[src/rtl/regs_seq_if.sv]
//------------------------------------------------------------------------------
// Module      : regs_seq_if
// Description : Bundle of instruction, register-file, operand and result
//               handshake signals shared by the sequencer and its environment.
// Revision    : 1.0 - initial release
//------------------------------------------------------------------------------
`default_nettype none

interface regs_seq_if;
  // instruction handshake
  logic        in_valid;
  logic        in_ready;
  logic [3:0]  in_rs_a;
  logic [3:0]  in_rs_b;
  logic [3:0]  in_rd;
  logic        in_pop;
  // register-file read ports
  logic        src_a_en;
  logic        src_a_pop;
  logic [3:0]  src_a;
  logic        src_b_en;
  logic [3:0]  src_b;
  logic [15:0] a_in;
  logic [15:0] b_in;
  // register-file write port
  logic        we;
  logic [3:0]  src_w;
  logic [15:0] val;
  // operand handshake to execute unit
  logic        op_valid;
  logic        op_ready;
  logic [15:0] op_a;
  logic [15:0] op_b;
  // result handshake from execute unit
  logic        res_valid;
  logic        res_ready;
  logic [15:0] res;
  // status
  logic        busy;

  // sequencer side
  modport slave (
    input  in_valid, in_rs_a, in_rs_b, in_rd, in_pop,
    input  a_in, b_in, op_ready, res_valid, res,
    output in_ready, src_a_en, src_a_pop, src_a, src_b_en, src_b,
    output we, src_w, val, op_valid, op_a, op_b, res_ready, busy
  );

  // environment side (issuer, register file, execute unit)
  modport master (
    output in_valid, in_rs_a, in_rs_b, in_rd, in_pop,
    output a_in, b_in, op_ready, res_valid, res,
    input  in_ready, src_a_en, src_a_pop, src_a, src_b_en, src_b,
    input  we, src_w, val, op_valid, op_a, op_b, res_ready, busy
  );
endinterface

`default_nettype wire

[src/rtl/regs_seq.sv]
//------------------------------------------------------------------------------
// Module      : regs_seq
// Description : Non-pipelined instruction sequencer: read operands, hand them
//               to the execute unit, wait for the result, write it back.
// Revision    : 1.0 - initial release
//------------------------------------------------------------------------------
`default_nettype none

module regs_seq (
  input  wire         cpu_clk,
  input  wire         rst,
  regs_seq_if.slave   bus
);

  localparam logic [2:0] IDLE     = 3'd0;
  localparam logic [2:0] READ     = 3'd1;
  localparam logic [2:0] EXEC     = 3'd2;
  localparam logic [2:0] WAIT_RES = 3'd3;
  localparam logic [2:0] WRITE    = 3'd4;

  logic [2:0]  state;
  logic [2:0]  state_nxt;

  logic [3:0]  rs_a_lat;
  logic [3:0]  rs_b_lat;
  logic [3:0]  rd_lat;
  logic        pop_lat;
  logic [15:0] op_a_reg;
  logic [15:0] op_b_reg;
  logic [15:0] res_reg;

  // State register; reset aborts any instruction in flight.
  always_ff @(posedge cpu_clk or posedge rst) begin
    if (rst) state <= IDLE;
    else     state <= state_nxt;
  end

  // Next-state decode; res_valid only matters while waiting for the result.
  always_comb begin
    state_nxt = state;
    case (state)
      IDLE:     if (bus.in_valid) state_nxt = READ;
      READ:     state_nxt = EXEC;
      EXEC:     if (bus.op_ready) state_nxt = WAIT_RES;
      WAIT_RES: if (bus.res_valid) state_nxt = (rd_lat != 4'd0) ? WRITE : IDLE;
      WRITE:    state_nxt = IDLE;
      default:  state_nxt = IDLE;
    endcase
  end

  // Instruction fields frozen from accept until the next accept.
  always_ff @(posedge cpu_clk or posedge rst) begin
    if (rst) begin
      rs_a_lat <= 4'd0;
      rs_b_lat <= 4'd0;
      rd_lat   <= 4'd0;
      pop_lat  <= 1'b0;
    end else if (state == IDLE && bus.in_valid) begin
      rs_a_lat <= bus.in_rs_a;
      rs_b_lat <= bus.in_rs_b;
      rd_lat   <= bus.in_rd;
      pop_lat  <= bus.in_pop;
    end
  end

  // Operand capture at the end of the READ cycle.
  always_ff @(posedge cpu_clk or posedge rst) begin
    if (rst) begin
      op_a_reg <= 16'd0;
      op_b_reg <= 16'd0;
    end else if (state == READ) begin
      op_a_reg <= bus.a_in;
      op_b_reg <= bus.b_in;
    end
  end

  // Result capture on the result handshake; held until the next one.
  always_ff @(posedge cpu_clk or posedge rst) begin
    if (rst)                                   res_reg <= 16'd0;
    else if (state == WAIT_RES && bus.res_valid) res_reg <= bus.res;
  end

  // State-decoded outputs, all forced low while reset is asserted.
  always_comb begin
    bus.in_ready  = 1'b0;
    bus.src_a_en  = 1'b0;
    bus.src_b_en  = 1'b0;
    bus.src_a_pop = 1'b0;
    bus.src_a     = 4'd0;
    bus.src_b     = 4'd0;
    bus.op_valid  = 1'b0;
    bus.res_ready = 1'b0;
    bus.we        = 1'b0;
    bus.src_w     = 4'd0;
    bus.busy      = 1'b0;
    if (!rst) begin
      bus.busy = (state != IDLE);
      case (state)
        IDLE:     bus.in_ready = 1'b1;
        READ: begin
          bus.src_a_en  = 1'b1;
          bus.src_b_en  = 1'b1;
          bus.src_a     = rs_a_lat;
          bus.src_b     = rs_b_lat;
          bus.src_a_pop = pop_lat;
        end
        EXEC:     bus.op_valid  = 1'b1;
        WAIT_RES: bus.res_ready = 1'b1;
        WRITE: begin
          bus.we    = 1'b1;
          bus.src_w = rd_lat;
        end
        default: ;
      endcase
    end
  end

  assign bus.op_a = op_a_reg;
  assign bus.op_b = op_b_reg;
  assign bus.val  = res_reg;

endmodule

`default_nettype wire

[src/flat_wrapper.sv]
// flat-port wrapper written by rule: the top's interface ports become plain ports
module regs_seq_flat 
  (cpu_clk, rst, bus_in_valid, bus_in_rs_a, bus_in_rs_b, bus_in_rd, bus_in_pop, bus_a_in, bus_b_in, bus_op_ready, bus_res_valid, bus_res, bus_in_ready, bus_src_a_en, bus_src_a_pop, bus_src_a, bus_src_b_en, bus_src_b, bus_we, bus_src_w, bus_val, bus_op_valid, bus_op_a, bus_op_b, bus_res_ready, bus_busy);
  regs_seq_if bus_i ();
  input  wire cpu_clk;
  input  wire rst;
  input wire logic [$bits(bus_i.in_valid)-1:0] bus_in_valid;
  input wire logic [$bits(bus_i.in_rs_a)-1:0] bus_in_rs_a;
  input wire logic [$bits(bus_i.in_rs_b)-1:0] bus_in_rs_b;
  input wire logic [$bits(bus_i.in_rd)-1:0] bus_in_rd;
  input wire logic [$bits(bus_i.in_pop)-1:0] bus_in_pop;
  input wire logic [$bits(bus_i.a_in)-1:0] bus_a_in;
  input wire logic [$bits(bus_i.b_in)-1:0] bus_b_in;
  input wire logic [$bits(bus_i.op_ready)-1:0] bus_op_ready;
  input wire logic [$bits(bus_i.res_valid)-1:0] bus_res_valid;
  input wire logic [$bits(bus_i.res)-1:0] bus_res;
  output wire logic [$bits(bus_i.in_ready)-1:0] bus_in_ready;
  output wire logic [$bits(bus_i.src_a_en)-1:0] bus_src_a_en;
  output wire logic [$bits(bus_i.src_a_pop)-1:0] bus_src_a_pop;
  output wire logic [$bits(bus_i.src_a)-1:0] bus_src_a;
  output wire logic [$bits(bus_i.src_b_en)-1:0] bus_src_b_en;
  output wire logic [$bits(bus_i.src_b)-1:0] bus_src_b;
  output wire logic [$bits(bus_i.we)-1:0] bus_we;
  output wire logic [$bits(bus_i.src_w)-1:0] bus_src_w;
  output wire logic [$bits(bus_i.val)-1:0] bus_val;
  output wire logic [$bits(bus_i.op_valid)-1:0] bus_op_valid;
  output wire logic [$bits(bus_i.op_a)-1:0] bus_op_a;
  output wire logic [$bits(bus_i.op_b)-1:0] bus_op_b;
  output wire logic [$bits(bus_i.res_ready)-1:0] bus_res_ready;
  output wire logic [$bits(bus_i.busy)-1:0] bus_busy;
  assign bus_i.in_valid = bus_in_valid;
  assign bus_i.in_rs_a = bus_in_rs_a;
  assign bus_i.in_rs_b = bus_in_rs_b;
  assign bus_i.in_rd = bus_in_rd;
  assign bus_i.in_pop = bus_in_pop;
  assign bus_i.a_in = bus_a_in;
  assign bus_i.b_in = bus_b_in;
  assign bus_i.op_ready = bus_op_ready;
  assign bus_i.res_valid = bus_res_valid;
  assign bus_i.res = bus_res;
  assign bus_in_ready = bus_i.in_ready;
  assign bus_src_a_en = bus_i.src_a_en;
  assign bus_src_a_pop = bus_i.src_a_pop;
  assign bus_src_a = bus_i.src_a;
  assign bus_src_b_en = bus_i.src_b_en;
  assign bus_src_b = bus_i.src_b;
  assign bus_we = bus_i.we;
  assign bus_src_w = bus_i.src_w;
  assign bus_val = bus_i.val;
  assign bus_op_valid = bus_i.op_valid;
  assign bus_op_a = bus_i.op_a;
  assign bus_op_b = bus_i.op_b;
  assign bus_res_ready = bus_i.res_ready;
  assign bus_busy = bus_i.busy;
  regs_seq u_core (.cpu_clk(cpu_clk), .rst(rst), .bus(bus_i));
endmodule
[config.mk]
export PLATFORM = sky130hd
export DESIGN_NAME = regs_seq_flat
export DESIGN_NICKNAME = d
export VERILOG_FILES = /design/src/rtl/regs_seq_if.sv /design/src/rtl/regs_seq.sv /design/src/flat_wrapper.sv
export SDC_FILE = /design/constraint.sdc
export NUM_CORES = 1
export LEC_CHECK = 0
export BUFFER_PORTS_ARGS = -buffer_cell sky130_fd_sc_hd__buf_2
export CAP_MARGIN = 20
export CORE_MARGIN = 5
export CORE_UTILIZATION = 30
export DETAILED_ROUTE_END_ITERATION = 12
export GPL_TIMING_DRIVEN = 0
export PLACE_DENSITY = 0.56
export SLEW_MARGIN = 40
export SYNTH_ARGS = -nofsm -noshare
export SYNTH_HDL_FRONTEND = slang
export SYNTH_SLANG_ARGS = --single-unit
[constraint.sdc]
create_clock -name cpu_clk -period 1.8 [get_ports cpu_clk]
set_clock_uncertainty 0.05 [all_clocks]
set_input_delay 0.18 -clock cpu_clk [delete_from_list [all_inputs] [get_ports cpu_clk]]
set_output_delay 0.18 -clock cpu_clk [all_outputs]
set_load 0.05 [all_outputs]
==> results of run 1 <==
## cells in the final DEF, fill, tap and decap left out, types with 5 or more instances in the layout
cell type	count
clkbuf_8	11
and2_4	5
dlygate4sd3_1	13
buf_2	114
and2_2	9
mux2_2	37
mux2_1	15
buf_4	13
dfrtp_1	64
mux2_4	9
buf_8	7
buf_6	14
## synth_stat cells (2+ instances only)
master    number  area (µm²)
dfrtp_1       64        1600
mux2_2        37         417
mux2_1        15         169
and2_1        13        81.3
mux2_4         9         135
buf_4          6        45.0
a211oi_1       2        15.0
buf_6          2        22.5
nand2b_1       2        12.5
nor2_1         2        7.51
nor3_2         2        20.0
nor4_1         2        12.5
## critical path, cell delays in order (launching register included)
cell and delay, ns:
dfrtp_1 0.40, buf_6 0.14, nor4b_4 0.40, and2_4 0.22
buf_8 0.14
## repair_timing
item,4_1_cts,5_1_grt
buffers inserted,4,3
hold buffers,10,3
pin swaps,6,6
endpoints found under the setup margin,16,19
gates resized for setup,38,8
endpoints found under the hold margin,26,3
## per-stage QoR
step	util (%)	cells	total power, mW	hold slack [ns]	setup WS, ns
after floorplan	-	168	6.18	0.235	-0.0802
after global placement	40.5	409	7.14	0.347	0.157
after detailed placement	41.4	412	7.23	0.283	0.140
after CTS	46.4	441	8.50	0.000408	-0.0682
after global routing	47.4	447	8.97	0.00482	-0.172
final	47.4	447	8.49	0.0161	-0.0549
## logic make-up after synthesis
family / Yosys count / share of synthesized area (%)
flops: 64 / 60.7
buf+inv: 10 / 2.89
mux: 61 / 27.3
compound gates: 4 / 1.09
simple gates: 29 / 8.01
## per-layer routing
metal | GRT usage (%) | up-vias | routed length (µm)
li1 | - | 919 | -
met1 | 15.3 | 891 | 2770
met2 | 18.3 | 94 | 2840
met3 | 5.97 | 9 | 695
met4 | 4.44 | 0 | 79
met5 | 0 | - | 0
## worst max path at each step
stage,from,slack (ns),end,cells past startpoint
2_1_floorplan,u_core.state[0],-0.08,bus_src_w[0],3
3_3_place_gp,u_core.state[2],0.16,bus_src_b[3],4
3_5_place_dp,u_core.state[1],0.14,u_core.bus.op_b[4],4
4_1_cts,u_core.state[1],-0.07,bus_src_w[3],4
5_1_grt,u_core.state[0],-0.17,bus_src_w[0],4
6_report,u_core.state[0],-0.05,bus_src_w[0],4
## power breakdown
group	switching, mW	internal, mW
registers	0.346	2.18
clock network	0.522	0.563
logic	3.20	1.68
## cell type report
class	count	share of cell area, %
plain buffers	9	2.11
clock inverters	3	0.428
well taps	108	3.30
inverters	1	0.184
clock buffers	12	3.79
repair buffers	156	25.8
multi-input cells	94	25.2
flip-flops and latches	64	39.2
==> flow_summary.toml, run 1 <==
[run_status]
status = "finished with violations"
violations = "setup timing"

[floorplan]
dieHeight_um = 104
core_um2 = 8640
rows = 34
die_x_um = 104
start_util_pct = 30.6
io_pins = 134
fp.dieArea_um2 = 10800

[timing]
finalMaxSlewViolations = 0
setup_viol = 15
fmax_mhz = 539
rsz0062_at_grt = "true"
relSlewSlack_pct = 69.8
min_period_over_period_pct = 103
setup_ws_ns = -0.0549
tightestPinTransition_ns = 0.452
fin_tns_setup_ns = -0.602
final.min_clock_period_ns = 1.85
finalHoldViolCount = 0

[critical_path]
critPathLaunchType = "flop"
required_ns = 1.57
crit_path_end_kind = "output port"
rr_endpoint = "u_core.rd_lat[0]"
r2r_cells = 6
arrival_ns = 1.62
r2r_slack_ns = 0.08
rr_startpoint = "u_core.state[0]"
crit_type = "flop to output port"
worstPathMaxFanout = 6

[finish]
drive_above_1_share_pct = 69.3
antenna_cells = 0
multiInputGateArea_um2 = 1030
regArea_um2 = 1600
nNetsFinal = 401
fill_cells = 800
area_growth_syn_to_layout_pct = 55.0
final_cell_area_um2 = 4090

[grt]
antenna_found_initial = 0
grt_usage_pct = 12.2
grt_start_max_net_pins = 21
overflow = 0
grt_pass1_vias = 2140
grt_first_pass_wirelength_um = 10700

[clocking]
cts_buffer_depth = 2
numCtsBuffers = 9
tritoncts = "yes"
cts_root_buf = "clkbuf_8"
cts_htree_levels = 3
clk_pin_slew_worst_paths_ns = 0.07
cts_num_sinks = 64
clk_latency_ns = 0.33

[min_path]
whs_path_depth = 2
min_from = "bus_b_in[1]"
hold_end = "u_core.bus.op_b[1]"
hp-class = "input port to flop"

[routing]
wl_um = 6390
ant_nets = 0
drt_first_iter_violations = 19
viasPerCell = 4.28
drc = 0
routedWlPerCell_um = 14.3
vias = 1913
dr.pass1.iters = 4

[yosys]
ys.flop_type = "dfrtp_1"
synthesis.nets = 234
ys_seq_elements = 64
syn_area_per_cell_um2 = 15.7
netlist_area_um2 = 2640
yosysSeqAreaShare_pct = 60.7
yosys_warnings = 0
async_flop_share_pct = 100
syn_inst = 168
synth_cell_types = 24
synth_edf_count = 0

[place]
placedInstanceArea_um2 = 3570
hpwl_um = 4640
place.gp.congestion = 0.669
numPortBuffers = 133

[pwr]
p_leak_nw = 2.00
power_density_nw_per_um2 = 2080
vdd.ir_drop.worst_uv = 1100

[job]
drv_cap = 0
Power figures use the tool's default switching activity.
==> run 2, diff against run 1 <==
--- a/config.mk
+++ b/config.mk
@@ -12,5 +12,6 @@
 export DETAILED_ROUTE_END_ITERATION = 12
 export GPL_TIMING_DRIVEN = 0
-export PLACE_DENSITY = 0.56
+export PLACE_DENSITY = 0.64
+export RECOVER_POWER = 100
 export SLEW_MARGIN = 40
 export SYNTH_ARGS = -nofsm -noshare
==> constraint.sdc (replaced) <==
create_clock -name cpu_clk -period 1.8 [get_ports cpu_clk]
set_clock_uncertainty 0.05 [all_clocks]
set_input_delay 0.36 -clock cpu_clk [delete_from_list [all_inputs] [get_ports cpu_clk]]
set_output_delay 0.36 -clock cpu_clk [all_outputs]
set_load 0.05 [all_outputs]
==> run 2 against run 1 <==
Compared with the run above:
- the flow still finishes with violations (setup timing)
- clock-buffer cell count grew 2
- die area stayed put
- cell area increased by 0.80%
- non-clock buffer count fell by 7
==> flow_summary.toml, run 2 (synthesized netlist as in run 1, its figures left out) <==
[clocking]
clk_latency_ns = 0.32
cts_buffer_depth = 2
clk_pin_slew_worst_paths_ns = 0.06
cts_root_buf = "clkbuf_8"
cts_htree_levels = 3
numCtsBuffers = 9
cts_num_sinks = 64
tritoncts = "yes"

[routing]
routedWlPerCell_um = 14.0
wl_um = 6180
ant_nets = 0
drt_first_iter_violations = 14
viasPerCell = 4.39
dr.pass1.iters = 3
vias = 1937
drc = 0

[finish]
layout_commonest_cell = "buf_2"
drive_above_1_share_pct = 73.3
layout_common_cells = "buf_2, dfrtp_1, mux2_2"
area_growth_syn_to_layout_pct = 56.2
final_cell_area_um2 = 4120
finalNonFillerCells = 441
final_core_utilization_pct = 47.7
antenna_cells = 0
nNetsFinal = 394

[floorplan]
core_um2 = 8640
die_x_um = 104
dieHeight_um = 104
io_pins = 134
rows = 34
fp.dieArea_um2 = 10800
start_util_pct = 30.6

[timing]
min_period_over_period_pct = 112
finalHoldViolCount = 0
fmax_mhz = 495
tightestPinTransition_ns = 0.667
final.min_clock_period_ns = 2.02
fin_tns_setup_ns = -3.13
relSlewSlack_pct = 55.3
rsz0062_at_grt = "true"
finalMaxSlewViolations = 0
setup_ws_ns = -0.220
setup_viol = 20

[critical_path]
max_stage_delay_ns = 0.39
worstPathMaxFanout = 5
arrival_ns = 1.61
required_ns = 1.39
crit_chain = "buf_6, nand2b_4, nor3_4, clkbuf_16, and2_4, buf_8"
crit_path_end_kind = "output port"
critPathLaunchType = "flop"
cp_slowest_cell = "dfrtp_1"
crit_type = "flop to output port"

[place]
place.gp.congestion = 0.699
placedInstanceArea_um2 = 3550
numPortBuffers = 133
dp_cells = 411
hpwl_um = 4670

[grt]
grt_usage_pct = 11.2
overflow = 0
antenna_found_initial = 0
grt_first_pass_wirelength_um = 9940
grt_start_max_net_pins = 26
grt_pass1_vias = 2043

[run_status]
violations = "setup timing"
status = "finished with violations"

[pwr]
p_leak_nw = 2.02
vdd.ir_drop.worst_uv = 1070
power_density_nw_per_um2 = 2170
power_mw = 8.96

[min_path]
hp-class = "input port to asynchronous set/reset pin"

[job]
drv_cap = 0
run 2: changes by cell type in the layout (fill, tap and decap cells not counted), moves of 2 or more:
cell and delta:
buf_4 -3, clkbuf_2 +2, clkinvlp_4 -2, and2_4 +9, buf_8 +8, dlygate4sd3_1 -13
buf_16 -2, clkbuf_8 +2, and2_2 -9
run 2: final timing paths:
check                                        start            endpoint  slack (ns)  depth (start not counted)
worst max-delay path               u_core.state[0]        bus_src_b[3]       -0.22                          6
worst max register to register     u_core.state[0]  u_core.rs_b_lat[0]        0.11                          6
max in group asynchronous                      rst   u_core.bus.val[0]        0.55                          3
worst min register to register  u_core.bus.op_b[1]  u_core.bus.op_b[1]        0.43                          1
min in group cpu_clk                  bus_in_rd[1]    u_core.rd_lat[1]        0.19                          2
worst min-delay path                           rst  u_core.rs_b_lat[0]        0.17                          2
run 2: critical path, delay by kind of cell, from the launching register on:
family	cells	cell delay [ns]
DFF	1	0.39
and+or+nand+nor	3	0.43
buffers and inverters	3	0.46
run 2: final cells by class:
cell class,instances,area (µm²)
Multi-Input combinational cell,94,1060
Sequential cell,64,1600
Clock inverter,2,35.0
Timing Repair Buffer,149,1010
Inverter,1,5.00
Clock buffer,14,183
Buffer,9,93.8
Tap cell,108,135
Fill cell,780,4510
run 2: repair_timing:
action	4_1_cts	5_1_grt
buffers inserted	8	5
resized for setup	53	22
pin swaps	7	15
gates cloned	0	1
setup endpoints to repair	19	30
hold buffers	0	0
run 2: power by group:
group	switching [mW]	leakage, nW	internal, mW
combinational	3.26	1.15	1.86
clock	0.503	0.113	0.789
sequential	0.364	0.758	2.18
run 2: stage by stage:
stage	hold WS, ns	setup WS [ns]
after floorplan	0.399	-0.255
after global placement	0.408	-0.0242
after detailed placement	0.418	-0.0432
after CTS	0.0938	-0.216
after global routing	0.181	-0.309
final	0.171	-0.220
run 2: layer usage:
metal | global-route usage (%) | share of wire [%]
met4 | 2.50 | 0.86
met2 | 18.9 | 52
met1 | 12.6 | 38
met5 | 0 | 0
met3 | 5.91 | 9.0
==> run 3, diff against run 2 <==
Settings changed: PLACE_DENSITY 0.64 to 0.62.
Clock period 1.8 ns to 2.3 ns, I/O delays scaled along.
==> run 3 against run 2 <==
Compared with the run above:
- the run now ends clean
- first-iteration DRC count is 93% higher
- worst setup slack better by 0.30 ns
- flip-flop and latch count stayed put
- register-to-register slack better by 0.13 ns
- routed wire length is 1.9% lower
- cell area is 15% lower
- core utilization is 7.1 points lower
- critical endpoint is now bus_src_w[1]
==> flow_summary.toml, run 3 (synthesized netlist as in run 1, its figures left out) <==
[clocking]
tritoncts = "yes"
clk_latency_ns = 0.33
cts_htree_levels = 3
cts_num_sinks = 64
cts_buffer_depth = 2
ctsHoldBuffers = 0
clk_pin_slew_worst_paths_ns = 0.07
numCtsBuffers = 9
cts_root_buf = "clkbuf_8"

[routing]
wl_um = 6070
ant_nets = 0
dr.pass1.iters = 4
viasPerCell = 4.41
drc = 0
routedWlPerCell_um = 14.2
vias = 1884
drt_first_iter_violations = 27

[grt]
antenna_found_initial = 0
overflow = 0
grt_first_pass_wirelength_um = 10000
grt_start_max_net_pins = 40
grt_pass1_vias = 2056
grt_usage_pct = 11.4

[min_path]
hp-class = "input port to flop"
hold_end = "u_core.bus.val[5]"
whs_path_depth = 2
min_from = "bus_res[5]"

[finish]
final_core_utilization_pct = 40.7
nNetsFinal = 380
finalNonFillerCells = 427
fill_cells = 897
antenna_cells = 0
area_growth_syn_to_layout_pct = 33.1
layout_common_cells = "buf_2, dfrtp_1, clkbuf_1"
drive_above_1_share_pct = 48.0
layout_commonest_cell = "buf_2"

[critical_path]
max_stage_delay_ns = 0.38
crit_path_end_kind = "output port"
r2r_cells = 4
rr_startpoint = "u_core.state[1]"
cp_top_family = "simple AND/OR/NAND/NOR gates"
rr_endpoint = "u_core.bus.op_b[14]"
required_ns = 1.79
worst-path-stages = 4
crit_type = "flop to output port"
cp_slowest_cell = "dfrtp_1"
crit_chain = "buf_4, nor4b_4, and2_2, buf_2"
critPathLaunchType = "flop"
arrival_ns = 1.71
worstPathMaxFanout = 10
r2r_slack_ns = 0.24
crit_buf_inv = 2
crit_start = "u_core.state[0]"

[timing]
rsz0062_at_grt = "false"
finalMaxSlewViolations = 0
setup_viol = 0
relSlewSlack_pct = 22.7
min_period_over_period_pct = 96.3
fmax_mhz = 451
final.min_clock_period_ns = 2.22
fin_tns_setup_ns = 0
tightestPinTransition_ns = 1.15
finalHoldViolCount = 0

[place]
place.gp.congestion = 0.678
numPortBuffers = 133
dp_cells = 410
hpwl_um = 4670

[floorplan]
dieHeight_um = 104
io_pins = 134
die_x_um = 104
start_util_pct = 30.6
core_um2 = 8640
rows = 34
fp.dieArea_um2 = 10800

[run_status]
status = "completed"

[job]
drv_cap = 0
[run 3: worst max-delay path by stage]
stage | endpoint | slack, ns
after floorplan | bus_src_w[3] | -0.003
after global placement | u_core.bus.op_a[11] | -0.80
after detailed placement | bus_src_b[2] | 0.33
after CTS | bus_src_b[2] | 0.02
after global routing | bus_src_b[2] | 0.01
final | bus_src_w[1] | 0.08
[run 3: area by class of cell]
cell class	instances	area (µm²)	share of cell area, %
Clock buffer	11	131	3.74
Clock inverter	5	33.8	0.962
Sequential cell	64	1600	45.6
Tap cell	108	135	3.85
Inverter	1	5.00	0.142
Multi-Input combinational cell	94	937	26.7
Timing Repair Buffer	135	621	17.7
Buffer	9	48.8	1.39
[run 3: per-stage QoR]
| step | area, µm² | worst slack (ns) | hold WS, ns |
|---|---|---|---|
| floorplan | 2670 | -0.00275 | 0.399 |
| global placement | 3470 | -0.799 | 0.410 |
| detailed placement | 3490 | 0.331 | 0.418 |
| CTS | 3660 | 0.0159 | 0.138 |
| global route | 3510 | 0.0112 | 0.273 |
| finish | 3510 | 0.0844 | 0.284 |
[run 3: worst reg2reg max path: cells and delay by family (launching register included)]
kind,cells,cell delay (ns)
mux,1,0.40
simple gates,2,0.60
buf+inv,1,0.49
flops,1,0.40
[run 3: repair_timing]
| item | 4_1_cts | 5_1_grt |
|---|---|---|
| setup endpoints to repair | 0 | 11 |
| gates resized for setup | 0 | 5 |
| buffers inserted | 0 | 1 |
[run 3: metal layers]
layer	global-route usage (%)	routed length, µm	part of all wire [%]
met5	0	0	0
met4	5.00	118	1.9
met3	4.91	553	9.1
met2	18.7	3020	50
met1	12.8	2380	39
Power of run 3 is left out: the tool's default activity adds up to more than one toggle a clock period on the data nets, which glitch-free logic cannot reach.
